===== config.mk =====
export PLATFORM = sky130hd
export DESIGN_NAME = pwm_multi_channel
export DESIGN_NICKNAME = d
export VERILOG_FILES = /design/src/rtl/pwm_multi_channel.sv
export SDC_FILE = /design/constraint.sdc
export NUM_CORES = 1
export LEC_CHECK = 0
export ABC_AREA = 1
export CAP_MARGIN = 20
export CORE_MARGIN = 3
export CORE_UTILIZATION = 60
export CTS_CLUSTER_DIAMETER = 60
export DETAILED_ROUTE_END_ITERATION = 10
export PLACE_DENSITY = 0.95
export SYNTH_ARGS = -nofsm -noshare
export SYNTH_HDL_FRONTEND = slang
export SYNTH_SLANG_ARGS = --single-unit

===== constraint.sdc =====
create_clock -name clk -period 6.3 [get_ports clk]
set_input_delay 0.63 -clock clk [delete_from_list [all_inputs] [get_ports clk]]
set_output_delay 0.63 -clock clk [all_outputs]
set_load 0.03 [all_outputs]

===== src/rtl/pwm_multi_channel.sv =====
// Multi-channel PWM generator: shared prescaled timebase (edge- or center-aligned)
// driving CHANNELS comparators with double-buffered period and duty registers.
module pwm_multi_channel #(
    parameter int WIDTH    = 8,
    parameter int CHANNELS = 4,
    parameter int PRESC_W  = 8
) (
    input  logic                      clk,
    input  logic                      reset,
    input  logic                      enable,
    input  logic                      center_mode,
    input  logic [PRESC_W-1:0]        prescale,
    input  logic [WIDTH-1:0]          period,
    input  logic [CHANNELS-1:0]       duty_wr,
    input  logic [CHANNELS*WIDTH-1:0] duty_in,
    output logic [CHANNELS-1:0]       pwm_out,
    output logic                      period_start,
    output logic [CHANNELS-1:0]       update_pend
);

    logic [PRESC_W-1:0] presc_cnt;
    logic [WIDTH-1:0]   counter;
    logic [WIDTH-1:0]   p_act;
    logic               count_down;
    logic               running;
    logic [WIDTH-1:0]   active_duty [CHANNELS];
    logic [WIDTH-1:0]   pend_duty   [CHANNELS];

    logic               tick;
    logic               boundary;
    logic               load_shadow;
    logic [WIDTH-1:0]   cnt_next;
    logic               dir_next;

    assign tick        = (presc_cnt == prescale);
    assign load_shadow = ~enable | boundary;

    // A boundary is any tick that reloads the counter with 0; the first tick
    // after enable rises is forced to be one so a restart always opens a fresh period.
    always_comb begin
        cnt_next = counter;
        dir_next = count_down;
        boundary = 1'b0;
        if (tick) begin
            if (!running || p_act == '0) begin
                boundary = 1'b1;
            end else if (!center_mode) begin
                if (counter >= p_act) begin
                    boundary = 1'b1;
                end else begin
                    cnt_next = counter + WIDTH'(1);
                end
            end else begin
                if (!count_down && counter < p_act) begin
                    cnt_next = counter + WIDTH'(1);
                end else begin
                    cnt_next = counter - WIDTH'(1);
                    dir_next = 1'b1;
                end
                if (cnt_next == '0) begin
                    boundary = 1'b1;
                end
            end
            if (boundary) begin
                cnt_next = '0;
                dir_next = 1'b0;
            end
        end
    end

    always_ff @(posedge clk or posedge reset) begin
        if (reset) begin
            presc_cnt    <= '0;
            counter      <= '0;
            p_act        <= '0;
            count_down   <= 1'b0;
            running      <= 1'b0;
            pwm_out      <= '0;
            period_start <= 1'b0;
            update_pend  <= '0;
            for (int i = 0; i < CHANNELS; i++) begin
                active_duty[i] <= '0;
                pend_duty[i]   <= '0;
            end
        end else begin
            if (!enable) begin
                presc_cnt    <= '0;
                counter      <= '0;
                count_down   <= 1'b0;
                running      <= 1'b0;
                pwm_out      <= '0;
                period_start <= 1'b0;
            end else begin
                presc_cnt    <= tick ? '0 : presc_cnt + PRESC_W'(1);
                counter      <= cnt_next;
                count_down   <= dir_next;
                period_start <= boundary;
                if (tick) begin
                    running <= 1'b1;
                end
                for (int i = 0; i < CHANNELS; i++) begin
                    pwm_out[i] <= (active_duty[i] > counter);
                end
            end

            if (load_shadow) begin
                p_act <= period;
            end
            // A write landing on a boundary stays pending: the boundary consumes the old value.
            for (int i = 0; i < CHANNELS; i++) begin
                if (load_shadow && update_pend[i]) begin
                    active_duty[i] <= pend_duty[i];
                end
                if (duty_wr[i]) begin
                    pend_duty[i] <= duty_in[i*WIDTH +: WIDTH];
                end
                update_pend[i] <= duty_wr[i] | (update_pend[i] & ~load_shadow);
            end
        end
    end

endmodule

; ---- Word-level counts from Yosys, hierarchy flattened
; Cells that the tools add are included.
[totals]
register_bits = 99
latch_bits = 0
mem_bits_rw = 0
mem_bits_ro = 0
in_bits = 56
output_inout_bits = 9
word_cells = 82
mem_count = 0
[op_classes]
add_sub_neg = 3
mul = 0
div_mod_pow = 0
order_cmp = 6
eq_ne = 6
n_shift = 0
n_mux = 28
bitwise_logic = 11
n_reduce_logical = 12
[ops]
columns = operator, count
row1 = 2-to-1 mux 8 bit, 12
row2 = > comparator 8 bit, 4
row3 = adder 8 x 1 -> 8 bit (second input constant), 2
row4 = zero test 8 bit, 2
row5 = 2-to-1 mux 1 bit, 15
row6 = == test 8 bit, 1
row7 = greater-or-equal comparator 8 bit, 1
row8 = < comparator 8 bit, 1
row9 = subtractor 8 x 1 -> 8 bit (second input constant), 1
row10 = != test 3 x 2 -> 1 bit (second input constant), 2
row11 = logical AND 1 bit, 5
row12 = OR 1 bit, 5
row13 = bitwise AND 1 bit, 4
row14 = 2-to-1 mux 4 bit, 1
row15 = != test 4 x 3 -> 1 bit (second input constant), 1
row16 = AND reduction 4 bit, 1
row17 = != test 3 x 1 -> 1 bit (second input constant), 1
row18 = AND reduction 3 bit, 1
row19 = zero test 1 bit, 2
row20 = != test 2 x 1 -> 1 bit (second input constant), 1
row21 = inverter 1 bit, 2
row22 = logical OR 1 bit, 1

; ---- Longest topological paths before layout
[depth]
ltp_word = 16
ltp_mapped = 19
mapped_depth_nobuf = 18

; ---- Least setup slack after synthesis
; OpenSTA, ideal clock, no wires.
[synth_timing]
path_kind = reg2reg
from = reg counter[7]
to = reg active_duty[0] in the netlist's numbering
setup_ns = 0.117
t_arrival_ns = 2.045
required_ns = 6.183
setup_slack_ns = 4.137
path_stages_with_launch = 14
path_buffers = 1
path_cell_list = dfrtp_1 ha_1 a21o_1 nor2_4 nand3_2 nand2_1 nand3_1 nor2_1 nand2_1 nand3_2 buf_8 nand3_2 nand2_1 nand2_1
[synth_between]
elab_chain_len = 14
elab_cells_between_ends = 18
classes_between = add/sub (2) / order compare (2) / mux (10) / bitwise (1) / reduce/logical (3)
[synth_rtl]
columns = element, line
row1 = start: declaration, 22  ; logic [WIDTH-1:0] counter;
row2 = start signal: assignment, 95  ; counter <= cnt_next;
row3 = < comparator 8 bit, 54  ; if (!count_down && counter < p_act) begin
row4 = logical AND 1 bit, 54
row5 = 2-to-1 mux 8 bit, 54
row6 = 2-to-1 mux 8 bit, 47  ; end else if (!center_mode) begin
row7 = 2-to-1 mux 8 bit, 45  ; if (!running || p_act == '0) begin
row8 = 2-to-1 mux 8 bit, 44  ; if (tick) begin
row9 = zero test 8 bit, 60  ; if (cnt_next == '0) begin
row10 = 2-to-1 mux 1 bit, 60
row11 = 2-to-1 mux 1 bit *, 47
row12 = 2-to-1 mux 1 bit *, 45
row13 = 2-to-1 mux 1 bit * (2 in a row), 44
row14 = OR 1 bit *, 36  ; assign load_shadow = ~enable | boundary;
row15 = logical AND 1 bit *, 111  ; if (load_shadow && update_pend[i]) begin
row16 = end signal: indexed assignment, 112  ; active_duty[i] <= pend_duty[i];
row17 = end: declaration, 26  ; logic [WIDTH-1:0] active_duty [CHANNELS];
; Every way passes the cells marked *; elsewhere a longest branch is shown, timed or not. The select of a mux whose other input is x is not followed.
; A chain may end at the register's enable or synchronous reset.

; ---- Worst setup path in the final report
[layout_timing]
from = in prescale[0]
to = reg update_pend[1]
[layout_between]
elab_chain_len = 6
[layout_rtl]
columns = element, line
row1 = start: declaration, 12  ; input logic [PRESC_W-1:0] prescale,
row2 = == test 8 bit, 35  ; assign tick = (presc_cnt == prescale);
row3 = 2-to-1 mux 1 bit, 44
row4 = OR 1 bit, 36
row5 = inverter 1 bit, 117  ; update_pend[i] <= duty_wr[i] | (update_pend[i] & ~load_shadow);
row6 = bitwise AND 1 bit, 117
row7 = OR 1 bit, 117
row8 = end signal: indexed assignment, 117
row9 = end: declaration, 18  ; output logic [CHANNELS-1:0] update_pend
; Every way passes these cells.

==> results.ini <==
[sta]
min_period_ps = 3890
finalHoldViolCount = 0
rsz0062_at_grt = no
finalSetupTns_ps = 0
setup_violations = 0
worst_slew_pin_slew_ps = 998
post-route-period-util = 0.617
setup_ws_ps = 2410
max_freq_mhz = 257
skew_ps = 7.50
drv_slew = 0
maxSlewHeadroom = 0.331

[routing]
drt_iter0_markers = 346
m1WireLength_um = 5240
via_count = 4783
dr.max_layer_used = met4
met3WireLength_um = 924
postRouteAntennaNets = 0
drc = 0
wl_met2_um = 6220
via_per_inst = 5.71
first_pass_iters = 8
wl_um = 12800
routedWlPerCell_um = 15.2

[cells_and_area]
regArea_sq_mm = 0.00248
nets = 824
fillers = 644
multiInputGateArea_sq_mm = 0.00266
drive_gt1_frac = 0.0548
areaGrowthSynthToFinish_pct = 16.4
n_antenna_cell = 0

[clock_tree]
clock_sinks = 99
post_cts_buffers = 0
cts_hold_buf = 0
h-tree-depth = 3
cts_tree = done
clkTransAtPathRegs_ps = 90
clock_latency_ps = 370
cts_buffer_depth = 2
cts_buffers = 9
clockRootBuffer = clkbuf_8
postCtsResizedCells = 0

[worst_setup_path]
crit_fanout = 33
start_kind = input pin
cpPeakStageDelay_ps = 1010
path_depth = 10
critPathKind = in2reg
slowest_stage = clkinv_1
crit_top_cell = nand2_1
critical_path_buf_inv_count = 3
r2r-end = update_pend[1]
endpoint_kind = flop
critPathTopFamily = buffers and inverters
cp.arrival_ps = 4200
path_cells = clkdlybuf4s50_1, or2_2, nand3_1, nor3_1, nor2_1, clkinv_1, buf_4, nand2_1, nand2_1, nand2_1
cp.required_ps = 6610
r2r-start = presc_cnt[0]
r2r_slack_ps = 2660
reg2regPathDepth = 10

[power_and_ir_drop]
p_int_mw = 1.05
ir_drop_mv = 0.146
clkPwrFrac = 0.309
switching_share = 0.286
p_leak_nw = 3.27
seq_power_share = 0.504
p_switching_mw = 0.422
comb_power_share = 0.187
power.total_mw = 1.48
p_per_area_mw_per_mm2 = 232

[hold_path]
hold_start = presc_cnt[0]
whs_endpoint = presc_cnt[0]
holdPathStages = 1
hold_path_class = reg2reg

[yosys]
syn_avg_cell_area_sq_um = 8.14
synth.largest_area_cell = dfrtp_1
synth_area_leaders = dfrtp_1, nand2_1, ha_1
synthCells = 670
synth_commonest_cells = nand2_1, dfrtp_1, nand4_1
synth_top_area_frac = 0.454
synth-seq-cells = 99
synth_area_sq_mm = 0.00546
yosysUniqueCellTypes = 37
yosysMostFrequentCell = nand2_1
yosys_warnings = 0
ys_seq_area_frac = 0.454
synth_fp_nets = 769
synth_edf_count = 0
ys.flop_type = dfrtp_1
synth-async-reset-ratio = 1.00

[global_route]
grt_overflow = 0
grt_pass1_wl_um = 21100
grt_pass1_vias = 4617
grt_antenna_before_repair = 0
grt_max_degree = 71
track_usage = 0.260

[job]
maxCapViolations = 0

[floorplan]
core_area_sq_mm = 0.00876
die_x_um = 101
start_util = 0.623
die_height_um = 101
io_pins = 65
rows = 34
die_area_sq_mm = 0.0103

[placed_design]
post-dp-hpwl_um = 9250
gp_congestion = 0.937
numPortBuffers = 64
pre_cts_ws_ps = 2030

[outcome]
status = finished clean

==> per-stage QoR <==
step	cells	utilization	hold WS (ps)	instance area, sq um
after floorplan	670	-	432	5460
after global placement	821	0.697	444	6110
after detailed placement	821	0.697	450	6110
after CTS	837	0.723	462	6330
after global routing	838	0.725	475	6350
final	838	0.725	460	6350
==> cells by family after synthesis <==
group,synth area share
simple gates,0.321
buf+inv,0.0580
xor+xnor,0.0209
flops,0.454
fa+ha+maj,0.0986
compound gates,0.0472
==> cell usage in the layout, fill, tap and decap left out, types with 10 or more instances in the layout <==
| cell | netlist | routed |
|---|---|---|
| ha_1 | 43 | 43 |
| nand3_1 | 32 | 32 |
| nand2_1 | 273 | 273 |
| inv_1 | 38 | 36 |
| nor2_1 | 25 | 25 |
| clkbuf_8 | 0 | 10 |
| nand4_1 | 47 | 47 |
| clkdlybuf4s50_1 | 0 | 64 |
| o21ai_0 | 15 | 15 |
| dfrtp_1 | 99 | 99 |
| a21oi_1 | 19 | 19 |
==> power by group through the flow <==
stage	registers [mW]	clock network, mW	logic, mW
2_1_floorplan	0.751	0	0.170
5_1_grt	0.750	0.489	0.315
6_report	0.744	0.455	0.276
3_5_place_dp	0.754	0	0.273
3_3_place_gp	0.750	0	0.253
4_1_cts	0.743	0.461	0.276
==> layout make-up <==
class / count / area share
Clock buffer: 10 / 0.0217
Clock inverter: 6 / 0.0136
Inverter: 47 / 0.0280
Multi-Input combinational cell: 501 / 0.419
Sequential cell: 99 / 0.390
Tap cell: 108 / 0.0213
Timing Repair Buffer: 67 / 0.106
==> worst max path at each step <==
stage | from | end | slack, ps
after global routing | prescale[0] | p_act[6] | 2070
after CTS | prescale[0] | p_act[1] | 2410
after global placement | prescale[0] | update_pend[3] | 2300
after detailed placement | prescale[0] | p_act[1] | 2030
after floorplan | reset | active_duty[0] | 3080
final | prescale[0] | update_pend[1] | 2410
==> per-layer routing <==
metal	GRT usage	vias to the layer above
met1	0.330	2217
met4	0.106	0
met3	0.0537	36
li1	-	2319
met2	0.435	211
met5	0	-
==> worst register-to-register path: cells and delay by family, from the launching register on <==
kind,cells,cell delay (ps)
buf+inv,3,1640
simple gates,7,1570
flops,1,380
==> sequential cells by signal, indices dropped and copies added, names as in the netlist <==
| register | count |
|---|---|
| active_duty | 32 |
| count_down | 1 |
| counter | 8 |
| p_act | 8 |
| pend_duty | 32 |
| period_start | 1 |
| presc_cnt | 8 |
| pwm_out | 4 |
| running | 1 |
| update_pend | 4 |
(Power assumes the default switching activity.)
